File: config.mk
export PLATFORM = sky130hd
export DESIGN_NAME = serial_digit_sender
export DESIGN_NICKNAME = d
export VERILOG_FILES = /design/src/rtl/serial_digit_sender.sv
export SDC_FILE = /design/constraint.sdc
export NUM_CORES = 1
export LEC_CHECK = 0
export ABC_AREA = 0
export BUFFER_PORTS_ARGS = -buffer_cell sky130_fd_sc_hd__buf_2
export CORE_MARGIN = 2
export CORE_UTILIZATION = 52
export DETAILED_ROUTE_END_ITERATION = 8
export MAX_ROUTING_LAYER = met4
export PLACE_DENSITY = 0.76
export RECOVER_POWER = 100
export SYNTH_ARGS = -nofsm -noshare
export SYNTH_HDL_FRONTEND = slang
export SYNTH_SLANG_ARGS = --single-unit
File: constraint.sdc
create_clock -name CLK -period 4.5 [get_ports CLK]
set_input_delay 0.9 -clock CLK [delete_from_list [all_inputs] [get_ports CLK]]
set_output_delay 0.9 -clock CLK [all_outputs]
set_load 0.005 [all_outputs]
File: src/rtl/serial_digit_sender.sv
// serial_digit_sender: sends a 4-digit BCD code to the password lock one digit
// per strobe, with GAP idle cycles between strobes. In unlock mode it then
// watches the lock lights for up to RESP_WAIT cycles and classifies the outcome.
//
// Optional feature macro: SERIAL_SENDER_ADMIN_EN. When it is defined, a warning
// light seen at CHECK makes the block send the admin sequence 0,1,2,9 before
// the user code. When it is undefined, a warning at CHECK ends the request at
// once with result 11.
//
// Handshake: start is a level request that is sampled only in IDLE. There is
// no queueing. A request made while busy is dropped. done is a one-cycle pulse
// and result is valid with it. result holds its value until the next accept.
// digitStrobe marks each cycle on which the lock must consume digitOut.
module serial_digit_sender #(
  parameter int unsigned GAP       = 0,
  parameter int unsigned RESP_WAIT = 4
) (
  input  logic        CLK,
  input  logic        RST,
  input  logic        start,
  input  logic [15:0] code,
  input  logic        progMode,
  input  logic        unlockLight,
  input  logic        errorLight,
  input  logic        warningLight,
  output logic [3:0]  digitOut,
  output logic        digitStrobe,
  output logic        setModeOut,
  output logic        busy,
  output logic        done,
  output logic [1:0]  result,
  output logic [2:0]  dbg_state
);

  typedef enum logic [2:0] {
    S_IDLE  = 3'd0,
    S_CHECK = 3'd1,
    S_SEND  = 3'd2,
    S_GAP   = 3'd3,
    S_WAIT  = 3'd4,
`ifdef SERIAL_SENDER_ADMIN_EN
    S_ADMIN = 3'd5,
`endif
    S_FIN   = 3'd6
  } state_t;

  localparam logic [3:0] GAP_LD  = 4'(GAP);
  localparam logic [7:0] WAIT_LD = 8'(RESP_WAIT);

  state_t      state_q, state_d;
  logic [15:0] code_q, code_d;
  logic        prog_q, prog_d;
  logic [1:0]  idx_q, idx_d;
  logic [3:0]  gap_q, gap_d;
  logic [7:0]  wait_q, wait_d;
  logic [1:0]  result_q, result_d;
  logic [3:0]  last_q, last_d;
  logic [3:0]  user_digit;
  logic        code_bad;
`ifdef SERIAL_SENDER_ADMIN_EN
  // admin_q is set while the next strobe comes from the admin sequence.
  logic        admin_q, admin_d;
  logic [3:0]  admin_digit;
`endif

  // Select the user digit at the current index. The first digit sent is the top nibble.
  always_comb begin
    user_digit = code_q[15:12];
    case (idx_q)
      2'd0: user_digit = code_q[15:12];
      2'd1: user_digit = code_q[11:8];
      2'd2: user_digit = code_q[7:4];
      2'd3: user_digit = code_q[3:0];
      default: user_digit = code_q[15:12];
    endcase
  end

  // A code is rejected if any of its nibbles is not a decimal digit.
  always_comb begin
    code_bad = (code_q[15:12] > 4'd9) | (code_q[11:8] > 4'd9) |
               (code_q[7:4]   > 4'd9) | (code_q[3:0]  > 4'd9);
  end

`ifdef SERIAL_SENDER_ADMIN_EN
  // Fixed admin prefix 0,1,2,9.
  always_comb begin
    admin_digit = 4'd0;
    case (idx_q)
      2'd0: admin_digit = 4'd0;
      2'd1: admin_digit = 4'd1;
      2'd2: admin_digit = 4'd2;
      2'd3: admin_digit = 4'd9;
      default: admin_digit = 4'd0;
    endcase
  end
`endif

  // Next-state logic and datapath updates.
  always_comb begin
    state_d  = state_q;
    code_d   = code_q;
    prog_d   = prog_q;
    idx_d    = idx_q;
    gap_d    = gap_q;
    wait_d   = wait_q;
    result_d = result_q;
    last_d   = last_q;
`ifdef SERIAL_SENDER_ADMIN_EN
    admin_d  = admin_q;
`endif
    case (state_q)
      S_IDLE: begin
        if (start) begin
          code_d   = code;
          prog_d   = progMode;
          result_d = 2'b00;
          state_d  = S_CHECK;
        end
      end
      S_CHECK: begin
        idx_d = 2'd0;
        if (code_bad) begin
          result_d = 2'b10;
          state_d  = S_FIN;
        end else if (warningLight) begin
`ifdef SERIAL_SENDER_ADMIN_EN
          admin_d = 1'b1;
          state_d = S_ADMIN;
`else
          result_d = 2'b11;
          state_d  = S_FIN;
`endif
        end else begin
          state_d = S_SEND;
        end
      end
      S_SEND: begin
        last_d = user_digit;
        if (idx_q == 2'd3) begin
          if (prog_q) begin
            // In set mode the lock gives no response, so the request ends here.
            result_d = 2'b00;
            state_d  = S_FIN;
          end else begin
            wait_d  = WAIT_LD;
            state_d = S_WAIT;
          end
        end else begin
          idx_d = idx_q + 2'd1;
          if (GAP_LD != 4'd0) begin
            gap_d   = GAP_LD;
            state_d = S_GAP;
          end
        end
      end
`ifdef SERIAL_SENDER_ADMIN_EN
      S_ADMIN: begin
        last_d = admin_digit;
        idx_d  = idx_q + 2'd1;
        if (idx_q == 2'd3) begin
          // The user code comes next, starting again at index 0.
          admin_d = 1'b0;
        end
        if (GAP_LD != 4'd0) begin
          gap_d   = GAP_LD;
          state_d = S_GAP;
        end else if (idx_q == 2'd3) begin
          state_d = S_SEND;
        end
      end
`endif
      S_GAP: begin
        if (gap_q <= 4'd1) begin
          gap_d = 4'd0;
`ifdef SERIAL_SENDER_ADMIN_EN
          state_d = admin_q ? S_ADMIN : S_SEND;
`else
          state_d = S_SEND;
`endif
        end else begin
          gap_d = gap_q - 4'd1;
        end
      end
      S_WAIT: begin
        if (warningLight) begin
          result_d = 2'b11;
          state_d  = S_FIN;
        end else if (unlockLight) begin
          result_d = 2'b01;
          state_d  = S_FIN;
        end else if (errorLight) begin
          result_d = 2'b10;
          state_d  = S_FIN;
        end else if (wait_q <= 8'd1) begin
          wait_d   = 8'd0;
          result_d = 2'b00;
          state_d  = S_FIN;
        end else begin
          wait_d = wait_q - 8'd1;
        end
      end
      S_FIN: begin
        state_d = S_IDLE;
      end
      default: begin
        state_d = S_IDLE;
      end
    endcase
  end

  // State and datapath registers. Reset is synchronous.
  always_ff @(posedge CLK) begin
    if (RST) begin
      state_q  <= S_IDLE;
      code_q   <= 16'h0000;
      prog_q   <= 1'b0;
      idx_q    <= 2'd0;
      gap_q    <= 4'd0;
      wait_q   <= 8'd0;
      result_q <= 2'b00;
      last_q   <= 4'hF;
`ifdef SERIAL_SENDER_ADMIN_EN
      admin_q  <= 1'b0;
`endif
    end else begin
      state_q  <= state_d;
      code_q   <= code_d;
      prog_q   <= prog_d;
      idx_q    <= idx_d;
      gap_q    <= gap_d;
      wait_q   <= wait_d;
      result_q <= result_d;
      last_q   <= last_d;
`ifdef SERIAL_SENDER_ADMIN_EN
      admin_q  <= admin_d;
`endif
    end
  end

  // Moore outputs. They are decoded from registered state only.
  always_comb begin
    digitOut    = 4'hF;
    digitStrobe = 1'b0;
    case (state_q)
      S_SEND: begin
        digitOut    = user_digit;
        digitStrobe = 1'b1;
      end
`ifdef SERIAL_SENDER_ADMIN_EN
      S_ADMIN: begin
        digitOut    = admin_digit;
        digitStrobe = 1'b1;
      end
`endif
      S_GAP: begin
        digitOut = last_q;
      end
      default: begin
        digitOut    = 4'hF;
        digitStrobe = 1'b0;
      end
    endcase
    busy   = (state_q != S_IDLE);
    done   = (state_q == S_FIN);
    result = result_q;
`ifdef SERIAL_SENDER_ADMIN_EN
    setModeOut = busy & prog_q & ~admin_q;
`else
    setModeOut = busy & prog_q;
`endif
    dbg_state = state_q;
  end

endmodule

==> impl_metrics.json, run 1 <==
{
  "num-nets-final": 320,
  "netlist_area_sq_um": 2113,
  "synth-adder-area-share_pct": 4.737,
  "placed_area_sq_um": 2281,
  "final.min_clock_period_ns": 2.833,
  "fin_util_pct": 59.28,
  "cts.clk_slew.worst_paths_ns": 0.07,
  "vias_per_cell": 5.522,
  "cts_setup_buffers": 0,
  "rsz0062_at_grt": "false",
  "drt_iter0_markers": 135,
  "drv_cap": 0,
  "synthCells": 263,
  "place_hpwl_microns": 3116,
  "startpoint_type": "flop",
  "die_w_microns": 67.75,
  "synth-compound-area-share_pct": 24.39,
  "mostFrequentLayoutCell": "dfxtp_1",
  "post-place-cells": 332,
  "period_share_pct": 62.96,
  "clockRootBuffer": "clkbuf_8",
  "setup_viol": 0,
  "synth-seq-cells": 40,
  "finalWorstSetupSlack_ns": 1.667,
  "crit_arrival_ns": 1.93,
  "ys.warnings.count": 0,
  "grt_pass1_vias": 1582,
  "cts.htree.levels": 2,
  "synth_ff_type": "dfxtp_1",
  "maxSlewViolCount": 0,
  "dp_slack_ns": 1.995,
  "grt_overflow": 0,
  "dr.pass1.iters": 5,
  "critPathKind": "flop to output port",
  "cts_tree": "built",
  "leakagePower_nw": 0.9817,
  "die_h_microns": 67.75,
  "hold_path.class": "flop to flop",
  "syn_nets": 294,
  "synthXorXnorAreaFrac_pct": 0.4144,
  "tightest_slew_ns": 0.7891,
  "drc": 0,
  "worst_ep_required_time_ns": 3.60,
  "synth_seq_area_share_pct": 37.89,
  "area_delta_synth_final_pct": 10.60,
  "whs_ns": 0.4650,
  "r2r-start": "dbg_state[2]",
  "row_count": 23,
  "maxSlewHeadroom_pct": 47.37,
  "grt_pass1_wl_microns": 7162,
  "ios": 36,
  "synthSimpleGateAreaFrac_pct": 22.26,
  "power.density_nw_per_um2": 439.9,
  "muxShareOfSynthArea_pct": 3.434,
  "postSynthAreaPerCell_sq_um": 8.035,
  "cts_made_buffers": 5,
  "grt_max_degree": 35,
  "cts.sink_count": 40,
  "layout.cells.non_filler": 339,
  "drive_gt1_share_pct": 13.49,
  "clock_insertion_delay_worst_skew_ns": 0.29,
  "cts_resized": 0,
  "finalPower_mw": 1.028,
  "endpoint_kind": "output port",
  "fillerInstances": 382,
  "synth_cell_types": 51,
  "start_util_pct": 53.60,
  "synth_top_family_by_area": "compound AO/OA/AOI/OAI gates",
  "totalWireLength_microns": 4426,
  "tns_ns": 0,
  "vias": 1872,
  "final_cell_mix": "40 x dfxtp_1, 37 x nand2_1, 33 x a21oi_1, 26 x buf_2, 20 x inv_1",
  "drtAntennaViolNets": 0,
  "max-clock-path-buffers": 2,
  "max_freq_mhz": 353.0,
  "peakVddDrop_uv": 178.8,
  "async_flop_share_pct": 0,
  "fp.coreArea_sq_um": 3943,
  "dieArea_sq_um": 4590,
  "antenna_cells": 0,
  "gp_congestion": 0.7723,
  "crit_fanout": 4,
  "final_area_sq_um": 2337,
  "grt_usage_pct": 21.18,
  "cts-hold-fix-buffers": 0,
  "critPathLaunch": "idx_q[0]",
  "wl_per_cell_microns": 13.06,
  "numPortBuffers": 35,
  "status": "finished, final reports clean",
  "regArea_sq_um": 800.8,
  "finalHoldViolCount": 0,
  "synth_edf_count": 0,
  "multi_input_area_sq_um": 1156,
  "min_from": "result[1]",
  "grt_antenna_before_repair": 0,
  "fin_skew_ns": 0.006860
}
==> cell families (layout without fill, tap and decap cells) <==
kind of cell | count (synthesis) | after routing
DFF | 40 | 40
xor gates and xnor gates | 1 | 1
and+or+nand+nor | 92 | 92
muxes | 7 | 7
AOI/OAI and AO/OA | 79 | 79
adders and majority gates | 8 | 8
buffers and inverters | 36 | 62
==> power by group <==
| group | switching, mW | internal [mW] |
|---|---|---|
| Combinational | 0.192 | 0.145 |
| Sequential | 0.0580 | 0.409 |
| Clock | 0.118 | 0.105 |
==> layer usage <==
layer	track usage [%]	up-vias	wire [microns]
li1	-	981	-
met1	28.63	858	2227
met2	30.51	29	1996
met3	5.333	4	159
met4	7.398	0	43
met5	-	-	0
==> state kept, by name, summed over array words and instances, names as in the netlist <==
signal,cells
idx_q,2
dbg_state,3
code_q,16
gap_q,4
result,2
last_q,4
prog_q,1
wait_q,8
==> final timing paths <==
check                           depth (start not counted)  slack (ns)     endpoint
worst max-delay path                                    7        1.67  digitOut[3]
worst min-delay path                                    2        0.47    result[1]
worst max register to register                          4        2.07    wait_q[7]
worst min register to register                          2        0.47    result[1]
==> cell type report <==
type                    instances  area share, %
clock buffers                   6          3.105
clock inverters                 1         0.2141
inverters                      20          3.212
multi-input cells             187          49.46
flip-flops and latches         40          34.26
well taps                      50          2.677
repair buffers                 35          7.066
==> synthesized netlist by cell type (2+ instances only) <==
library cell	count	area share [%]
a21oi_1	33	7.8
a221oi_1	2	0.83
a222oi_1	4	1.9
a22oi_1	2	0.71
a31oi_1	2	0.59
and2_1	2	0.59
and3b_1	2	0.83
buf_1	2	0.36
buf_2	2	0.47
clkbuf_1	11	2.0
dfxtp_1	40	38
ha_1	8	4.7
inv_1	20	3.6
mux2_2	2	1.1
mux2i_1	5	2.4
nand2_1	37	6.6
nand2b_1	2	0.59
nand4_1	4	1.2
nand4b_1	2	0.83
nor2_1	18	3.2
nor2b_1	5	1.5
nor3_1	4	0.95
nor4b_1	2	0.83
o21ai_0	10	2.4
o21bai_1	6	2.1
o311ai_1	2	0.83
o31ai_1	4	1.4
or2_2	2	0.59
or3_1	2	0.59
or4_1	4	1.4
or4b_1	2	0.95
==> critical path, stage by stage (launching register included) <==
cell	delay (ns)
dfxtp_1	0.38
inv_1	0.10
ha_1	0.26
a222oi_1	0.45
mux2i_1	0.13
nor2_1	0.16
a21oi_1	0.06
clkbuf_1	0.12
(Power assumes the default switching activity.)
==> run 2, diff against run 1 <==
clock period = 2.85 ns   (was 4.5 ns; I/O delays follow)
==> run 2 against run 1 <==
  * Via count rose by 0.59%
  * Flip-flop and latch count did not move
  * Final cell count did not move
==> impl_metrics.json, run 2 (synthesized netlist as in run 1, its figures left out) <==
{
  "status": "finished, final reports clean",
  "post-place-cells": 332,
  "grt_antenna_before_repair": 0,
  "final.min_clock_period_ns": 2.438,
  "cp-endpoint": "digitOut[2]",
  "regMostFlops": "code_q",
  "cts_setup_buffers": 0,
  "vias": 1883,
  "met3_length_microns": 155,
  "setup_viol": 0,
  "worst-path-buf-inv": 2,
  "numPortBuffers": 35,
  "worst_path_dominant_cell_family": "compound AO/OA/AOI/OAI gates",
  "ff2ff_setup_slack_ns": 0.70,
  "slowest_delay_ns": 0.40,
  "num-nets-final": 320,
  "drive_gt1_share_pct": 13.15,
  "fp.coreArea_sq_um": 3943,
  "mostFrequentLayoutCell": "dfxtp_1",
  "dr.max_layer_used": "met4",
  "start_util_pct": 53.60,
  "endpoint_kind": "output port",
  "totalWireLength_microns": 4290,
  "finalHoldViolCount": 0,
  "r2r_end": "result[1]",
  "grt_overflow": 0,
  "ios": 36,
  "cts_tree": "built",
  "period_share_pct": 85.55,
  "crit_path_cell_trace": "inv_1, ha_1, a222oi_1, mux2i_1, nor2_1, a21oi_1, clkbuf_1",
  "clockRootBuffer": "clkbuf_8",
  "peakVddDrop_uv": 394.6,
  "clock_insertion_delay_worst_skew_ns": 0.28,
  "reg2reg_depth": 4,
  "dieArea_sq_um": 4590,
  "final_area_sq_um": 2362,
  "vias_per_cell": 5.555,
  "placed_area_sq_um": 2281,
  "max-clock-path-buffers": 2,
  "maxSlewViolCount": 0,
  "slowest_stage": "dfxtp_1",
  "row_count": 23,
  "dr.pass1.iters": 5,
  "cts_made_buffers": 5,
  "tightest_slew_ns": 0.8179,
  "die_h_microns": 67.75,
  "grt_pass1_vias": 1654,
  "drc": 0,
  "path_depth": 7,
  "rsz0062_at_grt": "false",
  "reg_top3": "code_q (16), wait_q (8)",
  "worst_ep_required_time_ns": 2.28,
  "cts-hold-fix-buffers": 0,
  "layout.cells.non_filler": 339,
  "fillerInstances": 398,
  "power.density_nw_per_um2": 703.5,
  "tns_ns": 0,
  "met2_length_microns": 1989,
  "die_w_microns": 67.75,
  "hold_path.class": "flop to flop",
  "wl_per_cell_microns": 12.65,
  "r2r-start": "wait_q[5]",
  "whs_ns": 0.4644,
  "maxSlewHeadroom_pct": 45.44,
  "leakagePower_nw": 0.9802,
  "crit_arrival_ns": 1.87,
  "drtAntennaViolNets": 0,
  "critPathLaunch": "idx_q[0]",
  "drt_iter0_markers": 88,
  "grt_pass1_wl_microns": 7141,
  "drv_cap": 0,
  "gp_congestion": 0.7443,
  "max_freq_mhz": 410.1,
  "place_hpwl_microns": 3146,
  "cts.htree.levels": 2,
  "grt_max_degree": 35,
  "startpoint_type": "flop",
  "area_delta_synth_final_pct": 11.78,
  "cts.sink_count": 40,
  "antenna_cells": 0,
  "wl_met1_microns": 2112,
  "regArea_sq_um": 800.8,
  "cts.clk_slew.worst_paths_ns": 0.07,
  "largest_reg_flops": 16,
  "crit_fanout": 4,
  "grt_usage_pct": 20.83,
  "multi_input_area_sq_um": 1167,
  "final_cell_mix": "40 x dfxtp_1, 37 x nand2_1, 33 x a21oi_1, 23 x buf_2, 20 x inv_1",
  "critPathKind": "flop to output port",
  "fin_skew_ns": 0.003533,
  "cts_resized": 0
}
[run 2: changes by cell type in the layout (fill, tap and decap cells not counted), sizes merged]
| cell | before | now |
|---|---|---|
| clkinv | 1 | 0 |
| clkbuf | 15 | 19 |
| buf | 26 | 23 |
[run 2: through the flow]
step	utilization, %	worst slack, ns	power, mW
2_1_floorplan	-	0.9293	1.157
3_3_place_gp	57.85	0.7408	1.276
3_5_place_dp	57.85	0.7197	1.293
4_1_cts	60.30	0.3949	1.688
5_1_grt	59.92	0.2524	1.786
6_report	59.92	0.4118	1.662
[run 2: routing by layer]
metal	global-route usage, %	vias up
li1	-	989
met1	26.54	865
met2	33.82	25
met3	4.000	4
met4	5.357	0
met5	-	-
[run 2: worst min-delay path: stages, from the launching register on]
cell     delay, ns
dfxtp_1       0.32
nand2_1       0.05
a21oi_1       0.05
[run 2: how the worst min path moves through the flow]
stage / to / start / depth (start not counted)
4_1_cts: code_q[8] / code_q[8] / 2
5_1_grt: code_q[10] / code_q[10] / 2
6_report: code_q[8] / code_q[8] / 2
2_1_floorplan: code_q[0] / code_q[0] / 2
3_5_place_dp: code_q[0] / code_q[0] / 2
3_3_place_gp: code_q[0] / code_q[0] / 2
[run 2: area by class of cell]
cell class              count  area share (%)
clock buffers               7           4.078
inverters                  20           3.178
multi-input cells         187           49.42
flip-flops and latches     40           33.90
well taps                  50           2.648
repair buffers             35           6.780
[run 2: power breakdown]
part | internal [mW] | leakage (nW) | switching (mW)
registers | 0.647 | 0.327 | 0.0882
logic | 0.228 | 0.603 | 0.311
clock network | 0.215 | 0.0503 | 0.173
==> run 3, diff against run 2 <==
clock period = 2.5 ns   (was 2.85 ns; I/O delays follow)
==> run 3 against run 2 <==
  * Clock power rose by 11%
  * Sequential share of layout area grew 0.089 points
  * Clock skew is 0.0019 ns higher
  * Largest cell class unchanged
  * Via count grew 0.32%
  * Core utilization is 0.064 points lower
  * Die area is the same
  * Setup slack got worse by 0.21 ns
  * Non-clock buffer count is 1 higher
==> impl_metrics.json, run 3 (synthesized netlist as in run 1, its figures left out) <==
{
  "power.density_nw_per_um2": 794.8,
  "cts-hold-fix-buffers": 0,
  "die_w_microns": 67.75,
  "p_switching_mw": 0.6491,
  "place_hpwl_microns": 3169,
  "maxSlewViolCount": 0,
  "endpoint_kind": "output port",
  "antenna_cells": 0,
  "peakVddDrop_uv": 442.5,
  "p_comb_share_pct": 33.0,
  "drv_cap": 0,
  "finalHoldViolCount": 0,
  "final.min_clock_period_ns": 2.295,
  "gp_congestion": 0.7794,
  "drive_gt1_share_pct": 13.40,
  "clockRootBuffer": "clkbuf_8",
  "fp.coreArea_sq_um": 3943,
  "grt_antenna_before_repair": 0,
  "regMostFlops": "code_q",
  "leakagePower_nw": 0.9844,
  "p_seq_share_pct": 44.2,
  "dieArea_sq_um": 4590,
  "reg_top3": "code_q (16), wait_q (8)",
  "cts_resized": 0,
  "cts_made_buffers": 5,
  "crit_fanout": 4,
  "worst_ep_required_time_ns": 2.00,
  "status": "finished, final reports clean",
  "grt_overflow": 0,
  "finalWorstSetupSlack_ns": 0.2050,
  "dp_slack_ns": 0.4242,
  "cts.htree.levels": 2,
  "area_delta_synth_final_pct": 11.66,
  "cts_setup_buffers": 0,
  "grt_pass1_vias": 1782,
  "rsz0062_at_grt": "false",
  "cts_tree": "built",
  "totalWireLength_microns": 4372,
  "mostFrequentLayoutCell": "dfxtp_1",
  "drt_iter0_markers": 165,
  "grt_usage_pct": 21.72,
  "grt_pass1_wl_microns": 7389,
  "start_util_pct": 53.60,
  "row_count": 23,
  "fin_skew_ns": 0.005408,
  "startpoint_type": "flop",
  "setup_viol": 0,
  "vias": 1889,
  "switching_share_pct": 34.61,
  "cts.sink_count": 40,
  "grt_max_degree": 35,
  "period_share_pct": 91.80,
  "vias_per_cell": 5.540,
  "drc": 0,
  "largest_reg_flops": 16,
  "clock_insertion_delay_worst_skew_ns": 0.28,
  "dr.pass1.iters": 5,
  "tns_ns": 0,
  "maxSlewHeadroom_pct": 46.65,
  "max_freq_mhz": 435.7,
  "wl_per_cell_microns": 12.82,
  "die_h_microns": 67.75,
  "power.internal_mw": 1.227,
  "hold_path.class": "primary input to flop",
  "crit_arrival_ns": 1.80,
  "cts.clk_slew.worst_paths_ns": 0.07,
  "num-nets-final": 321,
  "max-clock-path-buffers": 2,
  "pwr-share-clk_pct": 22.8,
  "fin_util_pct": 59.85,
  "critPathKind": "flop to output port",
  "drtAntennaViolNets": 0,
  "tightest_slew_ns": 0.7972,
  "numPortBuffers": 35,
  "final_cell_mix": "39 x dfxtp_1, 37 x nand2_1, 33 x a21oi_1, 24 x buf_2, 20 x inv_1",
  "ios": 36
}
[run 3: worst paths after layout]
kind | startpoint | slack (ns) | depth (start not counted) | to
max | idx_q[0] | 0.20 | 7 | digitOut[2]
min | code[14] | 0.44 | 3 | code_q[14]
max reg2reg | wait_q[5] | 0.32 | 4 | result[1]
min reg2reg | code_q[12] | 0.46 | 2 | code_q[12]
[run 3: per-layer routing]
metal	wire length, microns	vias up	global-route usage (%)
met3	226	4	5.833
met2	2001	35	36.52
li1	-	991	-
met5	0	-	-
met1	2104	859	25.66
met4	40	0	5.357
[run 3: power groups by stage]
stage | logic (mW) | clock network (mW) | registers [mW]
floorplan | 0.505 | 0 | 0.814
global placement | 0.625 | 0 | 0.836
detailed placement | 0.637 | 0 | 0.842
CTS | 0.641 | 0.444 | 0.828
global route | 0.707 | 0.472 | 0.846
finish | 0.619 | 0.429 | 0.829
[run 3: per-stage QoR]
| stage | instance area, sq um | cells | power, mW | hold slack (ns) |
|---|---|---|---|---|
| CTS | 2379 | 341 | 1.912 | 0.4380 |
| global route | 2360 | 341 | 2.026 | 0.4389 |
| floorplan | 2113 | 263 | 1.318 | 0.4357 |
| finish | 2360 | 341 | 1.876 | 0.4437 |
| detailed placement | 2288 | 333 | 1.478 | 0.4558 |
| global placement | 2288 | 333 | 1.462 | 0.4475 |
[run 3: layout make-up]
cell class | instances | area [sq um]
tap | 50 | 62.56
timing repair buffer | 36 | 168.9
fill | 381 | 1583
multi-input combinational | 187 | 1161
sequential | 40 | 802.0
inverter | 20 | 75.07
clock buffer | 8 | 90.09
[run 3: worst max-delay path: stages (launching register included)]
cell	delay (ns)
dfxtp_2	0.36
inv_1	0.08
ha_1	0.25
a222oi_1	0.37
mux2i_1	0.12
nor2_1	0.16
a21oi_1	0.06
clkbuf_1	0.12
